===== src/rtl/mon_rule_ctrl_if.sv =====
`default_nettype none
// ============================================================================
//  Module      : mon_rule_ctrl_if
//  Description : Host-side command/response bus of the monitoring TCAM rule
//                sequencer.
//                Command channel : cmd_valid/cmd_ready handshake carrying
//                                  cmd_op, cmd_addr, cmd_rule, cmd_mask.
//                Response channel: rsp_valid/rsp_ready handshake carrying
//                                  rsp_status, rsp_addr, rsp_rule, rsp_mask.
//                master : host register block (issues commands).
//                slave  : mon_rule_ctrl (executes commands).
//  Revision    : 1.0 - initial release
// ============================================================================
interface mon_rule_ctrl_if #(
    parameter int TUPLE_WIDTH        = 104,
    parameter int MON_LUT_DEPTH_BITS = 4
);
    logic                          cmd_valid;
    logic                          cmd_ready;
    logic [1:0]                    cmd_op;
    logic [MON_LUT_DEPTH_BITS-1:0] cmd_addr;
    logic [TUPLE_WIDTH-1:0]        cmd_rule;
    logic [TUPLE_WIDTH-1:0]        cmd_mask;

    logic                          rsp_valid;
    logic                          rsp_ready;
    logic [1:0]                    rsp_status;
    logic [MON_LUT_DEPTH_BITS-1:0] rsp_addr;
    logic [TUPLE_WIDTH-1:0]        rsp_rule;
    logic [TUPLE_WIDTH-1:0]        rsp_mask;

    modport master (
        output cmd_valid, cmd_op, cmd_addr, cmd_rule, cmd_mask, rsp_ready,
        input  cmd_ready, rsp_valid, rsp_status, rsp_addr, rsp_rule, rsp_mask
    );

    modport slave (
        input  cmd_valid, cmd_op, cmd_addr, cmd_rule, cmd_mask, rsp_ready,
        output cmd_ready, rsp_valid, rsp_status, rsp_addr, rsp_rule, rsp_mask
    );
endinterface
`default_nettype wire


===== src/rtl/mon_rule_ctrl.sv =====
`default_nettype none
// ============================================================================
//  Module      : mon_rule_ctrl
//  Description : Sequencer for the monitoring TCAM rule-management port.
//                Executes single read, single write and whole-table fill
//                commands one TCAM transaction at a time, each request
//                guarded by a timeout, and returns one response per command.
//  Ports       : clk, reset        - clock, synchronous active-high reset
//                bus (slave)       - host command/response channel
//                busy              - high whenever not idle
//                err_cnt           - saturating count of non-OK responses
//                mon_rd_*          - TCAM read request/ack port
//                mon_wr_*          - TCAM write request/ack port
//  Options     : MON_RULE_READBACK_VERIFY_EN - when defined, every write is
//                followed by a readback compare (VERIFY state).
//  Revision    : 1.0 - initial release
// ============================================================================
module mon_rule_ctrl #(
    parameter int TUPLE_WIDTH        = 104,
    parameter int MON_LUT_DEPTH_BITS = 4,
    parameter int TIMEOUT_CYCLES     = 64
) (
    input  logic                          clk,
    input  logic                          reset,
    mon_rule_ctrl_if.slave                bus,
    output logic                          busy,
    output logic [15:0]                   err_cnt,
    output logic [MON_LUT_DEPTH_BITS-1:0] mon_rd_addr,
    output logic                          mon_rd_req,
    input  logic [TUPLE_WIDTH-1:0]        mon_rd_rule,
    input  logic [TUPLE_WIDTH-1:0]        mon_rd_rulemask,
    input  logic                          mon_rd_ack,
    output logic [MON_LUT_DEPTH_BITS-1:0] mon_wr_addr,
    output logic                          mon_wr_req,
    output logic [TUPLE_WIDTH-1:0]        mon_wr_rule,
    output logic [TUPLE_WIDTH-1:0]        mon_wr_rulemask,
    input  logic                          mon_wr_ack
);

    localparam logic [1:0] c_OP_READ  = 2'b00;
    localparam logic [1:0] c_OP_WRITE = 2'b01;
    localparam logic [1:0] c_OP_FILL  = 2'b10;

    localparam logic [1:0] c_ST_OK      = 2'd0;
    localparam logic [1:0] c_ST_TIMEOUT = 2'd1;
`ifdef MON_RULE_READBACK_VERIFY_EN
    localparam logic [1:0] c_ST_VERIFY  = 2'd2;
`endif
    localparam logic [1:0] c_ST_BAD_OP  = 2'd3;

    localparam logic [15:0]                   c_TMO_LAST  = 16'(TIMEOUT_CYCLES - 1);
    localparam logic [MON_LUT_DEPTH_BITS-1:0] c_ADDR_LAST = '1;
    localparam logic [MON_LUT_DEPTH_BITS-1:0] c_ADDR_ONE  = MON_LUT_DEPTH_BITS'(1);

    typedef enum logic [2:0] {
        S_IDLE    = 3'd0,
        S_RD_WAIT = 3'd1,
        S_WR_WAIT = 3'd2,
        S_FILL_WR = 3'd3,
        S_RESP    = 3'd4
`ifdef MON_RULE_READBACK_VERIFY_EN
        , S_VERIFY = 3'd5
`endif
    } state_t;

    state_t                          r_state;
    logic                            r_fill;
    logic [15:0]                     r_tmo_cnt;
    logic                            r_cmd_ready;
    logic                            r_rsp_valid;
    logic [1:0]                      r_rsp_status;
    logic [MON_LUT_DEPTH_BITS-1:0]   r_rsp_addr;
    logic [TUPLE_WIDTH-1:0]          r_rsp_rule;
    logic [TUPLE_WIDTH-1:0]          r_rsp_mask;
    logic                            r_busy;
    logic [15:0]                     r_err_cnt;
    logic [MON_LUT_DEPTH_BITS-1:0]   r_rd_addr;
    logic                            r_rd_req;
    logic [MON_LUT_DEPTH_BITS-1:0]   r_wr_addr;
    logic                            r_wr_req;
    logic [TUPLE_WIDTH-1:0]          r_wr_rule;
    logic [TUPLE_WIDTH-1:0]          r_wr_mask;

    logic        w_tmo_hit;
    logic [15:0] w_err_cnt_inc;

    // Pending request has used up its cycle budget (ack on the same edge wins).
    assign w_tmo_hit     = (r_tmo_cnt == c_TMO_LAST);
    assign w_err_cnt_inc = (r_err_cnt == 16'hFFFF) ? r_err_cnt : r_err_cnt + 16'd1;

    always_ff @(posedge clk) begin
        if (reset) begin
            r_state      <= S_IDLE;
            r_fill       <= 1'b0;
            r_tmo_cnt    <= '0;
            r_cmd_ready  <= 1'b0;
            r_rsp_valid  <= 1'b0;
            r_rsp_status <= '0;
            r_rsp_addr   <= '0;
            r_rsp_rule   <= '0;
            r_rsp_mask   <= '0;
            r_busy       <= 1'b0;
            r_err_cnt    <= '0;
            r_rd_addr    <= '0;
            r_rd_req     <= 1'b0;
            r_wr_addr    <= '0;
            r_wr_req     <= 1'b0;
            r_wr_rule    <= '0;
            r_wr_mask    <= '0;
        end else begin
            case (r_state)
                S_IDLE: begin
                    // cmd_ready comes up one cycle after reset releases.
                    r_cmd_ready <= 1'b1;
                    if (r_cmd_ready && bus.cmd_valid) begin
                        r_cmd_ready <= 1'b0;
                        r_busy      <= 1'b1;
                        r_tmo_cnt   <= '0;
                        r_fill      <= 1'b0;
                        case (bus.cmd_op)
                            c_OP_READ: begin
                                r_rd_addr <= bus.cmd_addr;
                                r_rd_req  <= 1'b1;
                                r_state   <= S_RD_WAIT;
                            end
                            c_OP_WRITE: begin
                                r_wr_addr <= bus.cmd_addr;
                                r_wr_rule <= bus.cmd_rule;
                                r_wr_mask <= bus.cmd_mask;
                                r_wr_req  <= 1'b1;
                                r_state   <= S_WR_WAIT;
                            end
                            c_OP_FILL: begin
                                r_wr_addr <= '0;
                                r_wr_rule <= bus.cmd_rule;
                                r_wr_mask <= bus.cmd_mask;
                                r_wr_req  <= 1'b1;
                                r_fill    <= 1'b1;
                                r_state   <= S_FILL_WR;
                            end
                            default: begin
                                r_rsp_addr   <= bus.cmd_addr;
                                r_rsp_status <= c_ST_BAD_OP;
                                r_rsp_valid  <= 1'b1;
                                r_err_cnt    <= w_err_cnt_inc;
                                r_state      <= S_RESP;
                            end
                        endcase
                    end
                end

                S_RD_WAIT: begin
                    if (mon_rd_ack) begin
                        r_rd_req     <= 1'b0;
                        r_rsp_rule   <= mon_rd_rule;
                        r_rsp_mask   <= mon_rd_rulemask;
                        r_rsp_addr   <= r_rd_addr;
                        r_rsp_status <= c_ST_OK;
                        r_rsp_valid  <= 1'b1;
                        r_state      <= S_RESP;
                    end else if (w_tmo_hit) begin
                        r_rd_req     <= 1'b0;
                        r_rsp_addr   <= r_rd_addr;
                        r_rsp_status <= c_ST_TIMEOUT;
                        r_rsp_valid  <= 1'b1;
                        r_err_cnt    <= w_err_cnt_inc;
                        r_state      <= S_RESP;
                    end else begin
                        r_tmo_cnt <= r_tmo_cnt + 16'd1;
                    end
                end

                // Single write and fill share the write handshake; r_fill
                // decides whether an ack advances to the next entry.
                S_WR_WAIT, S_FILL_WR: begin
                    if (mon_wr_ack) begin
`ifdef MON_RULE_READBACK_VERIFY_EN
                        r_wr_req  <= 1'b0;
                        r_rd_addr <= r_wr_addr;
                        r_rd_req  <= 1'b1;
                        r_tmo_cnt <= '0;
                        r_state   <= S_VERIFY;
`else
                        if (r_fill && (r_wr_addr != c_ADDR_LAST)) begin
                            // mon_wr_req stays high; only the address moves.
                            r_wr_addr <= r_wr_addr + c_ADDR_ONE;
                            r_tmo_cnt <= '0;
                        end else begin
                            r_wr_req     <= 1'b0;
                            r_rsp_addr   <= r_wr_addr;
                            r_rsp_status <= c_ST_OK;
                            r_rsp_valid  <= 1'b1;
                            r_state      <= S_RESP;
                        end
`endif
                    end else if (w_tmo_hit) begin
                        // Aborts a fill at this entry.
                        r_wr_req     <= 1'b0;
                        r_rsp_addr   <= r_wr_addr;
                        r_rsp_status <= c_ST_TIMEOUT;
                        r_rsp_valid  <= 1'b1;
                        r_err_cnt    <= w_err_cnt_inc;
                        r_state      <= S_RESP;
                    end else begin
                        r_tmo_cnt <= r_tmo_cnt + 16'd1;
                    end
                end

`ifdef MON_RULE_READBACK_VERIFY_EN
                S_VERIFY: begin
                    if (mon_rd_ack) begin
                        r_rd_req <= 1'b0;
                        if ((mon_rd_rule != r_wr_rule) || (mon_rd_rulemask != r_wr_mask)) begin
                            r_rsp_addr   <= r_wr_addr;
                            r_rsp_status <= c_ST_VERIFY;
                            r_rsp_valid  <= 1'b1;
                            r_err_cnt    <= w_err_cnt_inc;
                            r_state      <= S_RESP;
                        end else if (r_fill && (r_wr_addr != c_ADDR_LAST)) begin
                            r_wr_addr <= r_wr_addr + c_ADDR_ONE;
                            r_wr_req  <= 1'b1;
                            r_tmo_cnt <= '0;
                            r_state   <= S_FILL_WR;
                        end else begin
                            r_rsp_addr   <= r_wr_addr;
                            r_rsp_status <= c_ST_OK;
                            r_rsp_valid  <= 1'b1;
                            r_state      <= S_RESP;
                        end
                    end else if (w_tmo_hit) begin
                        r_rd_req     <= 1'b0;
                        r_rsp_addr   <= r_wr_addr;
                        r_rsp_status <= c_ST_TIMEOUT;
                        r_rsp_valid  <= 1'b1;
                        r_err_cnt    <= w_err_cnt_inc;
                        r_state      <= S_RESP;
                    end else begin
                        r_tmo_cnt <= r_tmo_cnt + 16'd1;
                    end
                end
`endif

                S_RESP: begin
                    if (bus.rsp_ready) begin
                        r_rsp_valid <= 1'b0;
                        r_busy      <= 1'b0;
                        r_cmd_ready <= 1'b1;
                        r_state     <= S_IDLE;
                    end
                end

                default: begin
                    r_state <= S_IDLE;
                end
            endcase
        end
    end

    assign bus.cmd_ready   = r_cmd_ready;
    assign bus.rsp_valid   = r_rsp_valid;
    assign bus.rsp_status  = r_rsp_status;
    assign bus.rsp_addr    = r_rsp_addr;
    assign bus.rsp_rule    = r_rsp_rule;
    assign bus.rsp_mask    = r_rsp_mask;
    assign busy            = r_busy;
    assign err_cnt         = r_err_cnt;
    assign mon_rd_addr     = r_rd_addr;
    assign mon_rd_req      = r_rd_req;
    assign mon_wr_addr     = r_wr_addr;
    assign mon_wr_req      = r_wr_req;
    assign mon_wr_rule     = r_wr_rule;
    assign mon_wr_rulemask = r_wr_mask;

endmodule
`default_nettype wire


===== src/flat_wrapper.sv =====
// flat-port wrapper written by rule: the top's interface ports become plain ports
module mon_rule_ctrl_flat 
#(
    parameter int TUPLE_WIDTH        = 104,
    parameter int MON_LUT_DEPTH_BITS = 4,
    parameter int TIMEOUT_CYCLES     = 64
)
  (clk, reset, busy, err_cnt, mon_rd_addr, mon_rd_req, mon_rd_rule, mon_rd_rulemask, mon_rd_ack, mon_wr_addr, mon_wr_req, mon_wr_rule, mon_wr_rulemask, mon_wr_ack, bus_cmd_valid, bus_cmd_op, bus_cmd_addr, bus_cmd_rule, bus_cmd_mask, bus_rsp_ready, bus_cmd_ready, bus_rsp_valid, bus_rsp_status, bus_rsp_addr, bus_rsp_rule, bus_rsp_mask);
  mon_rule_ctrl_if #(.TUPLE_WIDTH(TUPLE_WIDTH), .MON_LUT_DEPTH_BITS(MON_LUT_DEPTH_BITS)) bus_i ();
  input  logic clk;
  input  logic reset;
  output logic busy;
  output logic [15:0] err_cnt;
  output logic [MON_LUT_DEPTH_BITS-1:0] mon_rd_addr;
  output logic mon_rd_req;
  input  logic [TUPLE_WIDTH-1:0] mon_rd_rule;
  input  logic [TUPLE_WIDTH-1:0] mon_rd_rulemask;
  input  logic mon_rd_ack;
  output logic [MON_LUT_DEPTH_BITS-1:0] mon_wr_addr;
  output logic mon_wr_req;
  output logic [TUPLE_WIDTH-1:0] mon_wr_rule;
  output logic [TUPLE_WIDTH-1:0] mon_wr_rulemask;
  input  logic mon_wr_ack;
  input wire logic [$bits(bus_i.cmd_valid)-1:0] bus_cmd_valid;
  input wire logic [$bits(bus_i.cmd_op)-1:0] bus_cmd_op;
  input wire logic [$bits(bus_i.cmd_addr)-1:0] bus_cmd_addr;
  input wire logic [$bits(bus_i.cmd_rule)-1:0] bus_cmd_rule;
  input wire logic [$bits(bus_i.cmd_mask)-1:0] bus_cmd_mask;
  input wire logic [$bits(bus_i.rsp_ready)-1:0] bus_rsp_ready;
  output wire logic [$bits(bus_i.cmd_ready)-1:0] bus_cmd_ready;
  output wire logic [$bits(bus_i.rsp_valid)-1:0] bus_rsp_valid;
  output wire logic [$bits(bus_i.rsp_status)-1:0] bus_rsp_status;
  output wire logic [$bits(bus_i.rsp_addr)-1:0] bus_rsp_addr;
  output wire logic [$bits(bus_i.rsp_rule)-1:0] bus_rsp_rule;
  output wire logic [$bits(bus_i.rsp_mask)-1:0] bus_rsp_mask;
  assign bus_i.cmd_valid = bus_cmd_valid;
  assign bus_i.cmd_op = bus_cmd_op;
  assign bus_i.cmd_addr = bus_cmd_addr;
  assign bus_i.cmd_rule = bus_cmd_rule;
  assign bus_i.cmd_mask = bus_cmd_mask;
  assign bus_i.rsp_ready = bus_rsp_ready;
  assign bus_cmd_ready = bus_i.cmd_ready;
  assign bus_rsp_valid = bus_i.rsp_valid;
  assign bus_rsp_status = bus_i.rsp_status;
  assign bus_rsp_addr = bus_i.rsp_addr;
  assign bus_rsp_rule = bus_i.rsp_rule;
  assign bus_rsp_mask = bus_i.rsp_mask;
  mon_rule_ctrl #(.TUPLE_WIDTH(TUPLE_WIDTH), .MON_LUT_DEPTH_BITS(MON_LUT_DEPTH_BITS), .TIMEOUT_CYCLES(TIMEOUT_CYCLES)) u_core (.clk(clk), .reset(reset), .bus(bus_i), .busy(busy), .err_cnt(err_cnt), .mon_rd_addr(mon_rd_addr), .mon_rd_req(mon_rd_req), .mon_rd_rule(mon_rd_rule), .mon_rd_rulemask(mon_rd_rulemask), .mon_rd_ack(mon_rd_ack), .mon_wr_addr(mon_wr_addr), .mon_wr_req(mon_wr_req), .mon_wr_rule(mon_wr_rule), .mon_wr_rulemask(mon_wr_rulemask), .mon_wr_ack(mon_wr_ack));
endmodule

===== config.mk =====
export PLATFORM = sky130hd
export DESIGN_NAME = mon_rule_ctrl_flat
export DESIGN_NICKNAME = d
export VERILOG_FILES = /design/src/rtl/mon_rule_ctrl_if.sv /design/src/rtl/mon_rule_ctrl.sv /design/src/flat_wrapper.sv
export SDC_FILE = /design/constraint.sdc
export NUM_CORES = 1
export LEC_CHECK = 0
export BUFFER_PORTS_ARGS = -buffer_cell sky130_fd_sc_hd__buf_2
export CAP_MARGIN = 10
export CORE_AREA = 8 8 336 338
export DETAILED_ROUTE_END_ITERATION = 6
export DIE_AREA = 0 0 344 346
export PLACE_DENSITY = 0.47
export SETUP_SLACK_MARGIN = 0.3
export SYNTH_ARGS = -nofsm -noshare
export SYNTH_HDL_FRONTEND = slang
export SYNTH_SLANG_ARGS = --single-unit

===== constraint.sdc =====
create_clock -name clk -period 1.9 [get_ports clk]
set_input_delay 0.38 -clock clk [delete_from_list [all_inputs] [get_ports clk]]
set_output_delay 0.38 -clock clk [all_outputs]
set_load 0.01 [all_outputs]

**Word-level counts from Yosys, hierarchy flattened**

Cells that the tools add are included.

- Flip-flop bits (word level): 471
- Output and inout port bits: 451
- Bits of input ports: 428

- Multiplexer cells: 65
- Reduce and logical (&&, ||, !) cells: 27
- Equality and inequality tests: 23
- Add/subtract/negate cells: 3

Operators with widths:

| kind | number |
|---|---|
| two-way mux 16 bit | 11 |
| case mux 16 bit (3 select lines) | 2 |
| two-way mux 4 bit | 10 |
| adder 16 x 1 -> 16 bit, second input constant | 2 |
| AND reduction 5 bit | 4 |
| two-way mux 1 bit | 19 |
| two-way mux 3 bit | 6 |
| == test 16 bit, second input constant | 1 |
| == test 16 x 6 -> 1 bit, second input constant | 1 |
| case mux 4 bit (2 select lines) | 2 |
| inequality test 2 bit, second input constant | 7 |
| two-way mux 2 bit | 6 |
| case mux 3 bit (4 select lines) | 1 |
| case mux 4 bit (3 select lines) | 1 |
| AND reduction 3 bit | 4 |
| AND reduction 4 bit | 3 |
| inequality test 3 x 2 -> 1 bit, second input constant | 3 |
| case mux 3 bit (3 select lines) | 1 |
| case mux 1 bit (2 select lines) | 4 |
| == test 3 x 2 -> 1 bit, second input constant | 2 |
| inequality test 3 bit, second input constant | 2 |
| case mux 2 bit (3 select lines) | 1 |
| AND reduction 2 bit | 3 |
| AND reduction 6 bit | 1 |
| other kinds (16) | 21 |

**Logic depth before layout (Yosys ltp)**

Gate-level depths: netlist of the first run.

- Depth in word-level cells: 5
- Mapped depth: 8
- Gate-level depth less buffers: 7

**Worst setup path after synthesis of the first run**

Ideal clock, no wire load.

- Path kind: reg2reg
- From: register u_core.r_tmo_cnt[0]
- To: register u_core.r_err_cnt[9], in the netlist u_core.err_cnt[9]
- Data arrival time: 1979 ps
- Path buffers: 2
- Setup time: 70 ps
- Slack: -149 ps
- Data required time: 1830 ps
- Cell stages (with the launch flop): 9
- Clock period less this slack: 2049 ps
- Cell sequence: dfxtp_1 > ha_1 > and4_1 > buf_4 > nand4_4 > a2111o_1 > buf_6 > or3_1 > a21oi_1

- Word-level cells in the longest chain between the ends: 4

RTL lines:

| item | line | text |
|---|---|---|
| start, declared | mon_rule_ctrl.sv:68 | `logic [15:0] r_tmo_cnt;` |
| start signal, assigned | mon_rule_ctrl.sv:169 | `r_tmo_cnt <= r_tmo_cnt + 16'd1;` |
| start signal, assigned | mon_rule_ctrl.sv:205 | `r_tmo_cnt <= r_tmo_cnt + 16'd1;` |
| == test 16 x 6 -> 1 bit (*) | mon_rule_ctrl.sv:88 | `assign w_tmo_hit = (r_tmo_cnt == c_TMO_LAST);` |
| two-way mux 16 bit (*) | - |  |
| two-way mux 16 bit (on tied branches) | - |  |
| case mux 16 bit (3 select lines) (*) | - |  |
| end signal, assigned | mon_rule_ctrl.sv:145 | `r_err_cnt <= w_err_cnt_inc;` |
| end signal, assigned | mon_rule_ctrl.sv:166 | `r_err_cnt <= w_err_cnt_inc;` |
| end signal, assigned | mon_rule_ctrl.sv:202 | `r_err_cnt <= w_err_cnt_inc;` |
| end, declared | mon_rule_ctrl.sv:76 | `logic [15:0] r_err_cnt;` |

Every way passes the cells marked *; elsewhere a longest branch is shown, timed or not. The select of a mux whose other input is x is not followed.
A chain may end at the register's enable or synchronous reset.

**Worst setup path after layout of the first run**

- From: register u_core.r_state[0]
- To: register u_core.r_err_cnt[9], in the netlist u_core.err_cnt[9]

- Word-level cells in the longest chain between the ends: 4

RTL lines:

| item | line | text |
|---|---|---|
| start, declared | mon_rule_ctrl.sv:66 | `state_t r_state;` |
| start signal, assigned | mon_rule_ctrl.sv:93 | `r_state <= S_IDLE;` |
| start signal, assigned | mon_rule_ctrl.sv:124 | `r_state <= S_RD_WAIT;` |
| start signal, assigned | mon_rule_ctrl.sv:131 | `r_state <= S_WR_WAIT;` |
| == test 3 x 2 -> 1 bit | mon_rule_ctrl.sv:111 | `case (r_state)` |
| OR reduction 2 bit | mon_rule_ctrl.sv:111 |  |
| inequality test 2 bit (no line) / nonzero test 3 bit (equally long branches) | - |  |
| AND reduction 5 bit (no line) | - |  |

Several ways; a longest one is shown, not always the timed one.

==> summary.txt, run 1 <==
Run status
  – Status: finished, violations left
  – Failing checks: negative setup slack

Timing
  – Final setup fails: 20
  – Slew Viols, Final: 0
  – Worst slew pin tran: between 0.4 and 0.5 ns
  – Fmax: ~0.50 GHz
  – Worst clock skew: ~0.012 ns
  – Final worst path period need: 2.01 ns
  – Fin crit share: 106%
  – RSZ-0062 raised after global routing: true
  – Worst Setup Slack, final: -0.114 ns
  – Max transition margin: between 70% and 80%
  – Fin. Hold Viols: 0

Clocking
  – CTS tree: yes
  – Clock buffer depth: 3
  – CTS clk-pin slew, worst paths: ~0.06 ns
  – Worst-skew pair later-pin latency: 0.62 ns
  – CTS root buf: clkbuf_16
  – CTS buffer count: 57
  – CTS HTree Levels: 2
  – Clock Sinks: approximately 470

Floorplanning
  – Die area: roughly 120,000 µm²
  – Num rows: 121
  – DIE WIDTH: about 340 µm
  – IO Pins: between 800 and 900
  – Die Ht: 346 µm
  – Initial Util: roughly 16%
  – CORE AREA: 108,000 µm²

Synthesis
  – Synthesis warning total: 0
  – Synth Instances: around 2,200
  – Yosys reg bits: ~470
  – Prevailing post-synth register cell: dfxtp_1
  – Post-synth EDFFs: 0
  – Synth unique cells: 53
  – Syn nets: about 2,600
  – Ys async rst share: 0%
  – Syn_area_per_cell: a little under 8 µm²
  – Sequential element share of the synthesized area: 55.4%
  – Mapped cell area: approximately 17,000 µm²

Route
  – Via count: 20,500
  – Routed WL: roughly 100,000 µm
  – DRC: 0
  – 1st-iter DRT viols: 1,051
  – Post-route ant nets: 0
  – TritonRoute pass-1 iters: 5
  – Vias/cell: ~4
  – Wire per inst: just under 20 µm

Hold path
  – Hold Path Depth: 3
  – Hold Path End: u_core.mon_wr_rule[12]
  – Worst hold start: bus_cmd_rule[12]
  – HP Class: input pin to flop

Critical path
  – WP data arrival: 2.55 ns
  – Worst reg2reg endpoint: u_core.err_cnt[9]
  – Crit path max fanout: 6
  – Crit start category: flop
  – Reg2Reg Launch Point: u_core.r_state[0]
  – Critical Path Start: u_core.r_state[0]
  – WP data required: between 2 and 2.5 ns
  – R2R depth: 6
  – Crit path kind: flop to flop
  – R2r setup slk: -0.11 ns
  – Crit end category: flop

Run
  – Max-cap check violation count: 0

Global routing
  – Gr ovfl total: 0
  – Initial antenna violation count: 18
  – GRT Total Usage: between 10% and 20%
  – First-pass GRT wire length: around 140,000 µm
  – Largest net degree at the start of global routing: 61
  – Vias in the first global route: approximately 20,000

Placed design
  – Final Wtd Congestion: 0.826
  – Hpwl dp: 71,800 µm
  – DP Worst Slack: -0.689 ns
  – IO buf count: between 800 and 900

Cells and area
  – Most common cell after layout, fill and taps aside: buf_2
  – P&R area growth vs syn: 94.7%
  – Fin util: 30.7%
  – Layout cells sized above 1: between 40% and 50%
  – Filler instances: 11,300
  – Commonest cells after routing, fill and taps aside: 876 x buf_2, 708 x nand2_1, 462 x dfxtp_1, 399 x dlygate4sd3_1, 294 x a21oi_1
  – Nets: 3,977

Power
  – P_leak: 14.7 nW
  – Worst VDD drop: 0.660 mV
  – PwrDens: around 840 nW/µm²
==> metal layers <==
layer  GRT usage (%)  vias to the layer above  part of all wire [%]  wire, µm
li1                -                     9882                     -         -
met1            18.3                     9730                    41     40100
met2            25.7                      717                    48     47000
met3            5.32                      119                   8.8      8640
met4            4.00                        8                   2.4      2370
met5               0                        -                 0.050        49
==> power by group <==
| part | internal [W] | switching (W) |
|---|---|---|
| Combinational | 0.00266 | 0.00299 |
| Sequential | 0.0104 | 0.000279 |
| Clock | 0.00687 | 0.00456 |
==> worst max-delay path by stage <==
stage / cells after the start / endpoint / slack (ns)
after floorplan: 8 / u_core.err_cnt[11] / -0.03
after global placement: 8 / u_core.err_cnt[10] / -0.66
after global routing: 6 / u_core.err_cnt[5] / -0.21
after CTS: 6 / u_core.err_cnt[11] / -0.11
after detailed placement: 8 / u_core.err_cnt[10] / -0.69
final: 6 / u_core.err_cnt[9] / -0.11
==> cells by family (layout without fill, tap and decap cells) <==
kind of cell             after synthesis  in the layout  synth area share, %
multiplexers                          11             11                0.654
AND/OR/NAND/NOR                      986            986                 23.4
other                                  0              7                    0
flip-flops                           471            471                 55.4
XOR/XNOR                              12             12                0.618
adder cells (fa/ha/maj)                6              6                0.441
buffers and inverters                170           1601                 4.11
AO/OA/AOI/OAI                        500            501                 15.3
==> cell type report <==
class	instances	area [µm²]	area share [%]
antenna	7	17.5	0.0529
clock buffer	85	1670	5.05
clock inverter	19	255	0.770
inverter	11	45.0	0.136
multi-input combinational	1516	8780	26.5
sequential	471	9450	28.5
tap	1414	1770	5.34
timing repair buffer	1486	11100	33.6
==> flip-flops by register name (all words and copies together) (netlist names), 2 cells and up <==
name and cells:
u_core.bus.rsp_rule 104, u_core.mon_wr_rulemask 104, u_core.r_state 3, u_core.mon_wr_rule 104, u_core.bus.rsp_status 2, u_core.bus.rsp_addr 4, u_core.mon_rd_addr 4, u_core.err_cnt 16
u_core.bus.rsp_mask 104, u_core.mon_wr_addr 4, u_core.r_tmo_cnt 16
==> per-stage QoR <==
stage	setup TNS [ns]	std cells	total power (W)	area, µm²	hold WS [ns]
2_1_floorplan	-0.155	2156	0.0127	17600	0.481
3_3_place_gp	-10.82	4443	0.0147	24200	0.439
3_5_place_dp	-12.24	4443	0.0147	24200	0.443
4_1_cts	-1.61	4986	0.0275	31100	0.0000291
5_1_grt	-10.78	5006	0.0289	33100	0.00959
6_report	-0.935	5009	0.0277	33100	0.0566
==> cells in the mapped netlist (all sizes together) (6+ instances only) <==
cell    number  share of area [%]
nor2        34               0.75
xnor2       11               0.57
nor4        12               0.62
nand3       19               0.56
nor3         9               0.26
dfxtp      471                 55
mux2i       10               0.59
nand2      860                 19
nand4       10               0.46
buf         46                1.4
or3         10               0.37
o21ai       21               0.64
o31ai        7               0.34
clkbuf     113                2.5
a21oi      446                 13
inv         11               0.24
ha           6               0.44
==> critical path: stages (launching register included) <==
cell	delay [ns]
dfxtp_4	0.36
nor2b_2	0.16
a211o_1	0.37
a2111o_1	0.47
buf_6	0.16
or3_1	0.30
a21oi_1	0.12
==> what timing repair did <==
action | 4_1_cts | 5_1_grt
buffers inserted | 20 | 10
hold endpoints to repair | 398 | 1
resized for setup | 72 | 464
pin swaps | 16 | 262
gates cloned | 21 | 5
hold buffers | 398 | 1
endpoints found under the setup margin | 533 | 544
Power figures use the tool's default switching activity.
==> inputs of run 2 (changes only) <==
--- a/config.mk
+++ b/config.mk
@@ -7,10 +7,12 @@
 export LEC_CHECK = 0
 export BUFFER_PORTS_ARGS = -buffer_cell sky130_fd_sc_hd__buf_2
 export CAP_MARGIN = 10
-export CORE_AREA = 8 8 336 338
+export CELL_PAD_IN_SITES_DETAIL_PLACEMENT = 1
+export CELL_PAD_IN_SITES_GLOBAL_PLACEMENT = 1
+export CORE_AREA = 8 8 331 333
 export DETAILED_ROUTE_END_ITERATION = 6
-export DIE_AREA = 0 0 344 346
-export PLACE_DENSITY = 0.47
+export DIE_AREA = 0 0 339 341
+export PLACE_DENSITY = 0.59
 export SETUP_SLACK_MARGIN = 0.3
 export SYNTH_ARGS = -nofsm -noshare
 export SYNTH_HDL_FRONTEND = slang
==> run 2 against run 1 <==
Effect of this change: the run still ends with negative setup slack left; global-route usage grew 2.3 points; setup slack lost 0.050 ns; worst hold slack gained 0.0036 ns; first-iteration DRC count shrank 6.0%; highest routed layer unchanged.
==> summary.txt, run 2 (synthesis results as in run 1) <==
Cells and area
  – Commonest cells after routing, fill and taps aside: 877 x buf_2, 518 x nand2_1, 463 x dfxtp_1, 412 x dlygate4sd3_1, 272 x a21oi_2 (was 876 x buf_2, 708 x nand2_1, 462 x dfxtp_1, 399 x dlygate4sd3_1, 294 x a21oi_1)
  – Layout cells sized above 1: 53.4% (was 42.7%)
  – Most common cell after layout, fill and taps aside: buf_2 (unchanged)
  – Non-filler instance count after layout: 5,125 (was 5,009)
  – P&R area growth vs syn: 121% (was 94.7%)
  – Filler instances: 11,900 (was 11,300)
  – Nets: 4,105 (was 3,977)

Floorplanning
  – Num rows: 119 (was 121)
  – DIE WIDTH: 339 µm (was 344 µm)
  – Die Ht: 341 µm (was 346 µm)
  – Initial Util: 16.3% (was 15.8%)
  – Die area: 116,000 µm² (was 119,000 µm²)
  – IO Pins: 879 (unchanged)
  – CORE AREA: 104,000 µm² (was 108,000 µm²)

Timing
  – RSZ-0062 raised after global routing: true (unchanged)
  – Max transition margin: 52.4% (was 70.5%)
  – Worst slew pin tran: 0.714 ns (was 0.438 ns)
  – Final hold slack: 0.0602 ns (was 0.0566 ns)
  – Final worst path period need: 2.06 ns (was 2.01 ns)
  – Worst clock skew: 0.0235 ns (was 0.0124 ns)
  – Fmax: 0.485 GHz (was 0.497 GHz)
  – Fin crit share: 109% (was 106%)
  – Worst Setup Slack, final: -0.164 ns (was -0.114 ns)
  – Slew Viols, Final: 0 (unchanged)
  – Final setup fails: 29 (was 20)
  – Fin. Hold Viols: 0 (unchanged)

Clocking
  – CTS HTree Levels: 2 (unchanged)
  – Clock buffer depth: 3 (unchanged)
  – CTS root buf: clkbuf_16 (unchanged)
  – CTS tree: yes (unchanged)
  – Worst-skew pair later-pin latency: 0.65 ns (was 0.62 ns)
  – CTS buffer count: 61 (was 57)
  – Clock Sinks: 471 (unchanged)
  – CTS clk-pin slew, worst paths: 0.06 ns (about the same)

Global routing
  – Vias in the first global route: 23,100 (was 20,400)
  – First-pass GRT wire length: 156,000 µm (was 138,000 µm)
  – Gr ovfl total: 0 (unchanged)
  – GRT Total Usage: 17.6% (was 15.2%)
  – Initial antenna violation count: 29 (was 18)
  – Largest net degree at the start of global routing: 68 (was 61)

Critical path
  – Crit end category: flop (unchanged)
  – Crit path cell chain: nor4b_4, nand4_4, a2111o_1, buf_6, or3_4, a21oi_2 (was nor2b_2, a211o_1, a2111o_1, buf_6, or3_1, a21oi_1)
  – Worst reg2reg endpoint: u_core.err_cnt[9] (unchanged)
  – WP data arrival: 2.63 ns (was 2.55 ns)
  – R2R depth: 6 (unchanged)
  – CP Depth: 6 (unchanged)
  – Critical Path Start: u_core.r_tmo_cnt[6] (was u_core.r_state[0])
  – R2r setup slk: -0.16 ns (was -0.11 ns)
  – Crit start category: flop (unchanged)
  – Buf/Inv on CP: 1 (unchanged)
  – WP data required: 2.47 ns (was 2.44 ns)
  – Crit path max fanout: 6 (unchanged)
  – Crit path capture: u_core.err_cnt[9] (unchanged)
  – Worst path max stage delay: 0.52 ns (was 0.47 ns)
  – Cell family with most CP delay: simple AND/OR/NAND/NOR gates (was compound AO/OA/AOI/OAI gates)
  – Reg2Reg Launch Point: u_core.r_tmo_cnt[6] (was u_core.r_state[0])
  – Worst path slowest cell: a2111o_1 (unchanged)
  – Crit path kind: flop to flop (unchanged)

Power
  – Sequential power share: 35.8% (was 38.4%)
  – Pint: 0.0213 W (was 0.0199 W)
  – P_leak: 15.7 nW (was 14.7 nW)
  – Switching Power: 0.00893 W (was 0.00783 W)
  – Clk pwr share: 40.2% (was 41.2%)
  – Comb pwr share: 24.0% (was 20.4%)
  – PwrDens: 804 nW/µm² (was 837 nW/µm²)
  – Worst VDD drop: 0.697 mV (was 0.660 mV)
  – Sw frac: 29.6% (was 28.2%)

Route
  – Wire per inst: 23.4 µm (was 19.6 µm)
  – Routed WL: 120,000 µm (was 98,200 µm)
  – M1 wire length: 46,700 µm (was 40,100 µm)
  – TritonRoute pass-1 iters: 4 (was 5)
  – Via count: 22,100 (was 20,500)
  – Met2 WL: 60,600 µm (was 47,000 µm)
  – Post-route ant nets: 0 (unchanged)
  – Max Used Layer: met5 (unchanged)
  – DRC: 0 (unchanged)
  – Met3 WL: 8110 µm (was 8640 µm)
  – 1st-iter DRT viols: 988 (was 1,051)
  – Vias/cell: 4.31 (was 4.08)

Hold path
  – HP Class: input pin to flop (unchanged)

Placed design
  – Final Wtd Congestion: 0.838 (was 0.826)
  – Hpwl dp: 74,100 µm (was 71,800 µm)
  – DP Worst Slack: -0.664 ns (was -0.689 ns)
  – Post-Place Cells: 4,438 (was 4,443)
  – IO buf count: 878 (unchanged)

Run
  – Max-cap check violation count: 0 (unchanged)

Run status
  – Failing checks: negative setup slack (unchanged)
  – Status: finished, violations left (unchanged)
## run 2: cell types whose count changed in the layout (fill, tap and decap cells not counted), sizes merged
cell,change
buf,+84
bufbuf,-1
clkbuf,+35
clkinv,-3
diode,+9
dlygate4sd3,+13
inv,+2
## run 2: cell type report
type	count	area, µm²	area share, %
Antenna cell	16	40.0	0.107
Clock buffer	92	1790	4.77
Clock inverter	18	275	0.733
Inverter	11	41.3	0.110
Multi-Input combinational cell	1516	10600	28.3
Sequential cell	471	9440	25.1
Tap cell	1391	1740	4.63
Timing Repair Buffer	1610	13600	36.2
## run 2: stage by stage
stage | cell area (µm²) | total power [W] | util [%] | setup TNS [ns]
2_1_floorplan | 17600 | 0.0127 | - | -0.155
3_3_place_gp | 24400 | 0.0147 | 23.3 | -10.21
3_5_place_dp | 24400 | 0.0148 | 23.3 | -11.13
4_1_cts | 33000 | 0.0288 | 31.6 | -1.00
5_1_grt | 37600 | 0.0314 | 36.0 | -10.61
6_report | 37600 | 0.0302 | 36.0 | -1.49
## run 2: how the worst min path moves through the flow
stage                              end                     from  depth (start not counted)
2_1_floorplan   u_core.bus.rsp_mask[0]   u_core.bus.rsp_mask[0]                          2
3_3_place_gp    u_core.mon_wr_rule[32]   u_core.mon_wr_rule[32]                          2
3_5_place_dp   u_core.bus.rsp_mask[73]  u_core.bus.rsp_mask[73]                          2
4_1_cts          u_core.mon_rd_addr[3]          bus_cmd_addr[3]                          3
5_1_grt          u_core.mon_rd_addr[3]          bus_cmd_addr[3]                          3
6_report         u_core.mon_rd_addr[3]          bus_cmd_addr[3]                          3
## run 2: metal layers
layer / vias to the layer above / track usage, %
met3: 254 / 5.49
met2: 814 / 30.9
met1: 10800 / 20.2
met4: 10 / 5.44
li1: 10200 / -
met5: - / 0
## run 2: repair_timing
item                                    CTS  global route
hold buffers                            412             0
gates cloned                             39            38
buffers inserted                         41            31
resized for setup                       248           894
hold endpoints to repair                412             0
endpoints found under the setup margin  565           615
pin swaps                                98           434
## run 2: power by group through the flow
stage	logic, W	registers, W	clock network [W]
5_1_grt	0.00763	0.0109	0.0129
2_1_floorplan	0.00163	0.0111	0
3_5_place_dp	0.00393	0.0109	0
6_report	0.00725	0.0108	0.0122
3_3_place_gp	0.00390	0.0108	0
4_1_cts	0.00574	0.0107	0.0124
## run 2: tightest hold or removal path: stages
cell	delay, ns
buf_2	0.15
nand3_4	0.07
a21oi_2	0.04
